===== src/rtl/imem_arbiter.sv =====
// imem_arbiter: owns the single-port instruction memory and shares it between
// the fetch stage (reads) and the program loader / debug port (writes).
// After reset a boot FSM stalls fetch until the loader signals completion.
// From then on, fetch has priority, and a starvation guard lets the loader win
// one grant after STARVE_LIMIT consecutive losses.
// Optional feature: define IMEM_ARB_MISALIGN_CHK_EN to turn a misaligned fetch
// into a NOP return and to set a sticky o_misalign_err flag.
module imem_arbiter #(
    parameter int INSTR_WIDTH  = 32,
    parameter int IMEM_DEPTH   = 256,
    parameter int ADDR_WIDTH   = $clog2(IMEM_DEPTH) + 2,
    parameter int STARVE_LIMIT = 4
) (
    input  logic                   i_clk,
    input  logic                   i_reset_n,
    input  logic                   i_fetch_req,
    input  logic [ADDR_WIDTH-1:0]  i_fetch_addr,
    output logic                   o_fetch_gnt,
    output logic                   o_fetch_rvalid,
    output logic [INSTR_WIDTH-1:0] o_fetch_rdata,
    output logic                   o_fetch_stall,
    input  logic                   i_ld_valid,
    input  logic [ADDR_WIDTH-1:0]  i_ld_addr,
    input  logic [INSTR_WIDTH-1:0] i_ld_data,
    output logic                   o_ld_ready,
    input  logic                   i_ld_done,
    output logic                   o_boot_done,
    output logic                   o_misalign_err,
    output logic                   o_mem_en,
    output logic                   o_mem_we,
    output logic [ADDR_WIDTH-3:0]  o_mem_addr,
    output logic [INSTR_WIDTH-1:0] o_mem_wdata,
    input  logic [INSTR_WIDTH-1:0] i_mem_rdata
);

    localparam logic [INSTR_WIDTH-1:0] NOP_INSTR   = INSTR_WIDTH'(32'h0000_0013);
    localparam logic [3:0]             STARVE_MAX  = 4'(STARVE_LIMIT);

    typedef enum logic {
        ST_BOOT,
        ST_RUN
    } state_t;

    state_t                 state;
    logic [3:0]             starve_cnt;
    logic                   contend;
    logic                   starved;
    logic                   fetch_gnt;
    logic                   ld_gnt;
    logic                   fetch_misalign;
    logic                   rvalid_p1;
    logic                   nop_p1;
    logic [INSTR_WIDTH-1:0] ret_data;
    logic [INSTR_WIDTH-1:0] rdata_hold;
    logic                   unused_addr_bits;

    // Byte-offset bits never select a word; collected here so they are visibly unused.
    assign unused_addr_bits = ^{i_ld_addr[1:0], i_fetch_addr[1:0]};

    // Grant decision: boot gives the port to the loader only; run gives fetch
    // priority except when the loader has lost STARVE_LIMIT cycles in a row.
    always_comb begin
        contend   = i_fetch_req & i_ld_valid;
        starved   = (starve_cnt == STARVE_MAX);
        fetch_gnt = 1'b0;
        ld_gnt    = 1'b0;
        if (state == ST_BOOT) begin
            ld_gnt = i_ld_valid;
        end else begin
            fetch_gnt = i_fetch_req & ~(i_ld_valid & starved);
            ld_gnt    = i_ld_valid & ~fetch_gnt;
        end
    end

`ifdef IMEM_ARB_MISALIGN_CHK_EN
    assign fetch_misalign = fetch_gnt & (i_fetch_addr[1:0] != 2'b00);
`else
    assign fetch_misalign = 1'b0;
`endif

    // Memory port drive and requester-facing handshakes.
    always_comb begin
        o_fetch_gnt   = fetch_gnt;
        o_ld_ready    = ld_gnt;
        o_fetch_stall = (state == ST_BOOT) | (i_fetch_req & ~fetch_gnt);
        o_mem_en      = ld_gnt | (fetch_gnt & ~fetch_misalign);
        o_mem_we      = ld_gnt;
        o_mem_addr    = ld_gnt ? i_ld_addr[ADDR_WIDTH-1:2] : i_fetch_addr[ADDR_WIDTH-1:2];
        o_mem_wdata   = i_ld_data;
    end

    // Boot/run FSM with the registered boot flag and the loader starvation counter.
    always_ff @(posedge i_clk) begin
        if (!i_reset_n) begin
            state       <= ST_BOOT;
            o_boot_done <= 1'b0;
            starve_cnt  <= 4'd0;
        end else begin
            case (state)
                ST_BOOT: begin
                    starve_cnt <= 4'd0;
                    if (i_ld_done) begin
                        state       <= ST_RUN;
                        o_boot_done <= 1'b1;
                    end
                end
                ST_RUN: begin
                    if (contend & ~starved) begin
                        starve_cnt <= starve_cnt + 4'd1;
                    end else begin
                        starve_cnt <= 4'd0;
                    end
                end
                default: begin
                    state       <= ST_BOOT;
                    o_boot_done <= 1'b0;
                    starve_cnt  <= 4'd0;
                end
            endcase
        end
    end

    // ---- stage p1: read return, one cycle after the fetch grant ----
    assign ret_data       = nop_p1 ? NOP_INSTR : i_mem_rdata;
    assign o_fetch_rvalid = rvalid_p1;
    assign o_fetch_rdata  = rvalid_p1 ? ret_data : rdata_hold;

    // Track the in-flight read and keep the last returned word visible between reads.
    always_ff @(posedge i_clk) begin
        if (!i_reset_n) begin
            rvalid_p1  <= 1'b0;
            nop_p1     <= 1'b0;
            rdata_hold <= '0;
        end else begin
            rvalid_p1 <= fetch_gnt;
            nop_p1    <= fetch_misalign;
            if (rvalid_p1) begin
                rdata_hold <= ret_data;
            end
        end
    end

`ifdef IMEM_ARB_MISALIGN_CHK_EN
    // Sticky misaligned-fetch flag, cleared only by reset.
    always_ff @(posedge i_clk) begin
        if (!i_reset_n) begin
            o_misalign_err <= 1'b0;
        end else if (fetch_misalign) begin
            o_misalign_err <= 1'b1;
        end
    end
`else
    assign o_misalign_err = 1'b0;
`endif

endmodule


===== config.mk =====
export PLATFORM = sky130hd
export DESIGN_NAME = imem_arbiter
export DESIGN_NICKNAME = d
export VERILOG_FILES = /design/src/rtl/imem_arbiter.sv
export SDC_FILE = /design/constraint.sdc
export NUM_CORES = 1
export LEC_CHECK = 0
export BUFFER_PORTS_ARGS = -buffer_cell sky130_fd_sc_hd__buf_2
export CORE_ASPECT_RATIO = 0.9
export CORE_MARGIN = 2
export CORE_UTILIZATION = 42
export CTS_BUF_LIST = sky130_fd_sc_hd__clkbuf_4
export CTS_CLUSTER_SIZE = 10
export DETAILED_ROUTE_END_ITERATION = 7
export GPL_TIMING_DRIVEN = 0
export PLACE_DENSITY = 0.88
export SLEW_MARGIN = 20
export SYNTH_ARGS = -nofsm -noshare
export SYNTH_HDL_FRONTEND = slang
export SYNTH_SLANG_ARGS = --single-unit

===== constraint.sdc =====
create_clock -name i_clk -period 3.2 [get_ports i_clk]
set_clock_uncertainty 0.2 [all_clocks]
set_input_delay 0.64 -clock i_clk [delete_from_list [all_inputs] [get_ports i_clk]]
set_output_delay 0.64 -clock i_clk [all_outputs]
set_load 0.01 [all_outputs]

Yosys cells after proc, flatten, opt, wreduce, memory -nomap -nowiden
Index checks and enable logic that the tools add are counted.

cells by class
  add/subtract/negate cells = 1
  equal/unequal tests = 1
  mux-type cells = 8
  bitwise operators = 13
  reductions and logical operators = 1

operator list
  kind                                                  number
  two-way mux 32 bit                                    1
  two-way mux 8 bit                                     1
  one-hot mux 4 bit (2 select lines)                    1
  AND 1 bit                                             6
  inverter 1 bit                                        5
  adder 4 x 1 -> 4 bit (second input constant)          1
  equality test 4 x 3 -> 1 bit (second input constant)  1
  two-way mux 1 bit                                     4
  two-way mux 4 bit                                     1
  OR 1 bit                                              2
  AND reduction 2 bit                                   1

storage, ports and cells
  register bits after elaboration = 39
  input bits = 89
  output and inout bits = 80
  word-level logic and storage cells = 29

Longest topological paths before layout
  depth in word-level cells = 8
  mapped depth = 6
  mapped depth without buffers = 5

Worst setup path before layout
Ideal clock, no wire load.

  path type = register to output
  from = reg starve_cnt[0]
  to = out o_mem_addr[0]
  data arrival time = 1.424 ns
  required time = 2.360 ns
  path slack = 0.936 ns
  stages on the path, launching flop included = 6
  buffers on the path = 0
  cells stage by stage = dfxtp_1 -> inv_1 -> ha_1 -> and3b_2 -> o21ai_4 -> mux2_2

between the ends
  longest elaborated chain between the ends = 8

RTL lines
  item                          line  text
  from (decl)                   45    logic [3:0] starve_cnt;
  from (signal assigned)        109   starve_cnt <= starve_cnt + 4'd1;
  equality test 4 x 3 -> 1 bit  64    starved = (starve_cnt == STARVE_MAX);
  AND 1 bit                     70    fetch_gnt = i_fetch_req & ~(i_ld_valid & starved);
  inverter 1 bit                70
  AND 1 bit                     70
  inverter 1 bit                71    ld_gnt = i_ld_valid & ~fetch_gnt;
  AND 1 bit                     71
  two-way mux 1 bit             67    if (state == ST_BOOT) begin
  two-way mux 8 bit             88    o_mem_addr = ld_gnt ? i_ld_addr[ADDR_WIDTH-1:2] : i_fetch_addr[ADDR_WIDTH-1:2];
  to (decl)                     31    output logic [ADDR_WIDTH-3:0] o_mem_addr,

Every way passes these cells.

Worst setup path after layout
  from = reg starve_cnt[0]
  to = out o_mem_addr[3]

The elaborated chain is that of the path after synthesis.

==> impl_metrics.json <==
{
  "grt_pass1_wl_mm": 5.76,
  "postCtsHoldBufs": 0,
  "final_core_utilization_pct": 61.7,
  "synth_area_per_cell_um2": 10.7,
  "worstHoldPathType": "flip-flop to flip-flop",
  "path_class": "flip-flop to output pin",
  "leakage_nw": 1.49,
  "critical_path.max_fanout": 9,
  "cts.sink_count": 39,
  "cts_setup_buffers": 0,
  "dieArea_um2": 5100,
  "mostFrequentLayoutCells": "sky130_fd_sc_hd__buf_2 (132), sky130_fd_sc_hd__dfxtp_1 (39), sky130_fd_sc_hd__buf_4 (34), sky130_fd_sc_hd__and2_1 (33), sky130_fd_sc_hd__mux2_2 (23)",
  "clock_power_share_pct": 30.3,
  "cells_traversed_along_the_worst_timing_path": "inv_1 > ha_1 > and3b_2 > o21ai_4 > mux2_2 > buf_2",
  "core_area_um2": 4400,
  "power_switching_share_pct": 23.6,
  "startpoint": "starve_cnt[0]$_SDFF_PN0_",
  "detail-route-antenna-nets": 0,
  "maximum_clock_frequency_ghz": 0.357,
  "initial_utilization_pct": 43.3,
  "seq_power_share_pct": 49.4,
  "worst_endpoint_data_arrival_time_ns": 1.96,
  "internal_power_w": 0.000779,
  "critPathMaxStageDelay_ns": 0.39,
  "max-vdd-ir-drop_mv": 0.162,
  "netlist_instances": 179,
  "mostFrequentLayoutCell": "sky130_fd_sc_hd__buf_2",
  "worstHoldStart": "starve_cnt[0]$_SDFF_PN0_",
  "final.min_clock_period_ns": 2.80,
  "globalRoute.totalOverflow": 0,
  "routed_wirelength_mm": 4.03,
  "detail_route.vias_per_cell": 4.33,
  "synthesis.nets": 270,
  "nets": 408,
  "post_route_cells_drive_above_1_share_pct": 63.5,
  "rsz0062_at_grt": "no",
  "syn2layout_area_growth_pct": 42.4,
  "cts_tree": "built",
  "die_span_in_x_um": 75.1,
  "cp_data_required_time_ns": 2.36,
  "hpwl_reported_at_the_end_of_detailed_placement_mm": 3.43,
  "antenna_found_initial": 0,
  "first_global_vias": 1387,
  "drt_pre_antenna_iters": 4,
  "ctsResizeCount": 0,
  "synthesis.area_um2": 1910,
  "later_pin_clock_latency_in_the_skew_report_ns": 0.32,
  "via_count": 1646,
  "cp-end-kind": "output pin",
  "ys_seq_elements": 39,
  "critical_path.reg2reg.startpoint": "starve_cnt[0]$_SDFF_PN0_",
  "synth_sequential_area_ratio_pct": 40.9,
  "outcome": "completed",
  "clock_transition_at_path_regs_ns": 0.10,
  "grt_start_max_net_pins": 13,
  "yosysUniqueCellTypes": 24,
  "routed_wire_per_std_cell_um": 10.6,
  "cts_inserted_buffers": 5,
  "p_switching_w": 0.000240,
  "placementRows": 23,
  "timing.final.max_slew_violations": 0,
  "cts-htree-levels": 2,
  "ios": 169,
  "global_route.usage.total_pct": 14.4,
  "final-setup-viol-count": 0,
  "num-fill-cells": 424,
  "timing.setup.tns_ns": 0,
  "hold_violations": 0,
  "n_antenna_cell": 0,
  "combPwrFrac_pct": 20.3,
  "reported_max_cap_violation_count": 0,
  "drc_errors": 0,
  "finalCritPeriodShare_pct": 87.5,
  "drt_first_iter_violations": 35,
  "die_height_um": 67.9,
  "startpoint_type": "flip-flop",
  "synthesis.yosys.warnings": 0,
  "pwr_density_cell_nw_per_um2": 375,
  "cp_slowest_cell": "sky130_fd_sc_hd__dfxtp_1",
  "cts-root-buf": "sky130_fd_sc_hd__clkbuf_4",
  "place.gp.congestion": 0.699,
  "clockBufferDepth": 2,
  "io_buffer_count": 131
}
flip-flops by register name (all words and copies together), names as in the netlist:
signal          cells
rdata_hold         32
starve_cnt          4
o_boot_done         1
o_fetch_rvalid      1
state               1
final cells by class:
type	instances	area (um^2)	share of cell area [%]
well taps	62	77.6	2.85
inverters	4	15.0	0.552
clock inverters	3	38.8	1.43
plain buffers	41	305	11.2
repair buffers	131	656	24.1
multi-input cells	95	807	29.7
flip-flops and latches	39	781	28.7
clock buffers	5	37.5	1.38
cells by family (layout without fill, tap and decap cells):
group	Yosys count	in the layout	share of synthesized area, %
AND/OR/NAND/NOR	46	46	14.4
adder cells (fa/ha/maj)	2	2	1.31
flip-flops	39	39	40.9
other	1	1	0.197
AO/OA/AOI/OAI	4	4	1.90
XOR/XNOR	2	2	0.918
buffers and inverters	45	184	16.8
multiplexers	40	40	23.6
layer usage:
layer,vias to the layer above,share of wire [%],wire length [um],track usage [%]
li1,823,-,-,-
met1,739,37,1480,15.7
met2,82,53,2140,27.1
met3,2,9.6,385,4.12
met4,0,0.55,22,4.02
met5,-,0,0,0
metrics by stage:
stage	hold slack, ns	cells	area, um^2	worst slack [ns]	total power (W)
final	0.279	380	2720	0.401	0.00102
after floorplan	0.230	179	1910	0.936	0.000633
after CTS	0.283	380	2720	0.365	0.00104
after global placement	0.242	372	2640	0.701	0.000720
after global routing	0.306	380	2720	0.273	0.00108
after detailed placement	0.253	372	2640	0.692	0.000724
path summary, 6_finish.rpt:
path | to | slack [ns] | depth (start not counted)
worst min register to register | starve_cnt[0]$_SDFF_PN0_ | 0.28 | 1
worst max-delay path | o_mem_addr[3] | 0.40 | 6
worst min-delay path | starve_cnt[0]$_SDFF_PN0_ | 0.28 | 1
worst max register to register | starve_cnt[2]$_SDFF_PN0_ | 1.63 | 5
cells in the mapped netlist (all sizes together):
cell type,n,area share [%]
dfxtp,39,41
nor2b,1,0.33
nand2,2,0.39
o21ai,1,0.85
buf,38,15
a21oi,1,0.26
mux2,40,24
nand3,2,0.52
xnor2,1,0.46
and3b,1,0.52
or2,1,0.33
ha,2,1.3
nand2b,1,0.33
clkbuf,3,0.59
nor2,4,0.79
xor2,1,0.46
o21a,2,0.79
and2,33,11
inv,4,0.79
conb,1,0.20
nand4,1,0.33
power by group through the flow:
stage | Clock (W) | Combinational (W) | Sequential (W)
2_1_floorplan | 0 | 0.000119 | 0.000514
3_3_place_gp | 0 | 0.000206 | 0.000514
3_5_place_dp | 0 | 0.000210 | 0.000514
4_1_cts | 0.000329 | 0.000211 | 0.000503
5_1_grt | 0.000347 | 0.000228 | 0.000505
6_report | 0.000309 | 0.000207 | 0.000503
worst max-delay path, delay by kind of cell, from the launching register on:
| kind | cells | cell delay (ns) |
|---|---|---|
| buffers and inverters | 2 | 0.20 |
| flip-flops | 1 | 0.39 |
| multiplexers | 1 | 0.37 |
| AND/OR/NAND/NOR | 1 | 0.25 |
| adder cells (fa/ha/maj) | 1 | 0.18 |
| AO/OA/AOI/OAI | 1 | 0.26 |
No activity file was read; power rests on OpenSTA's default activity.
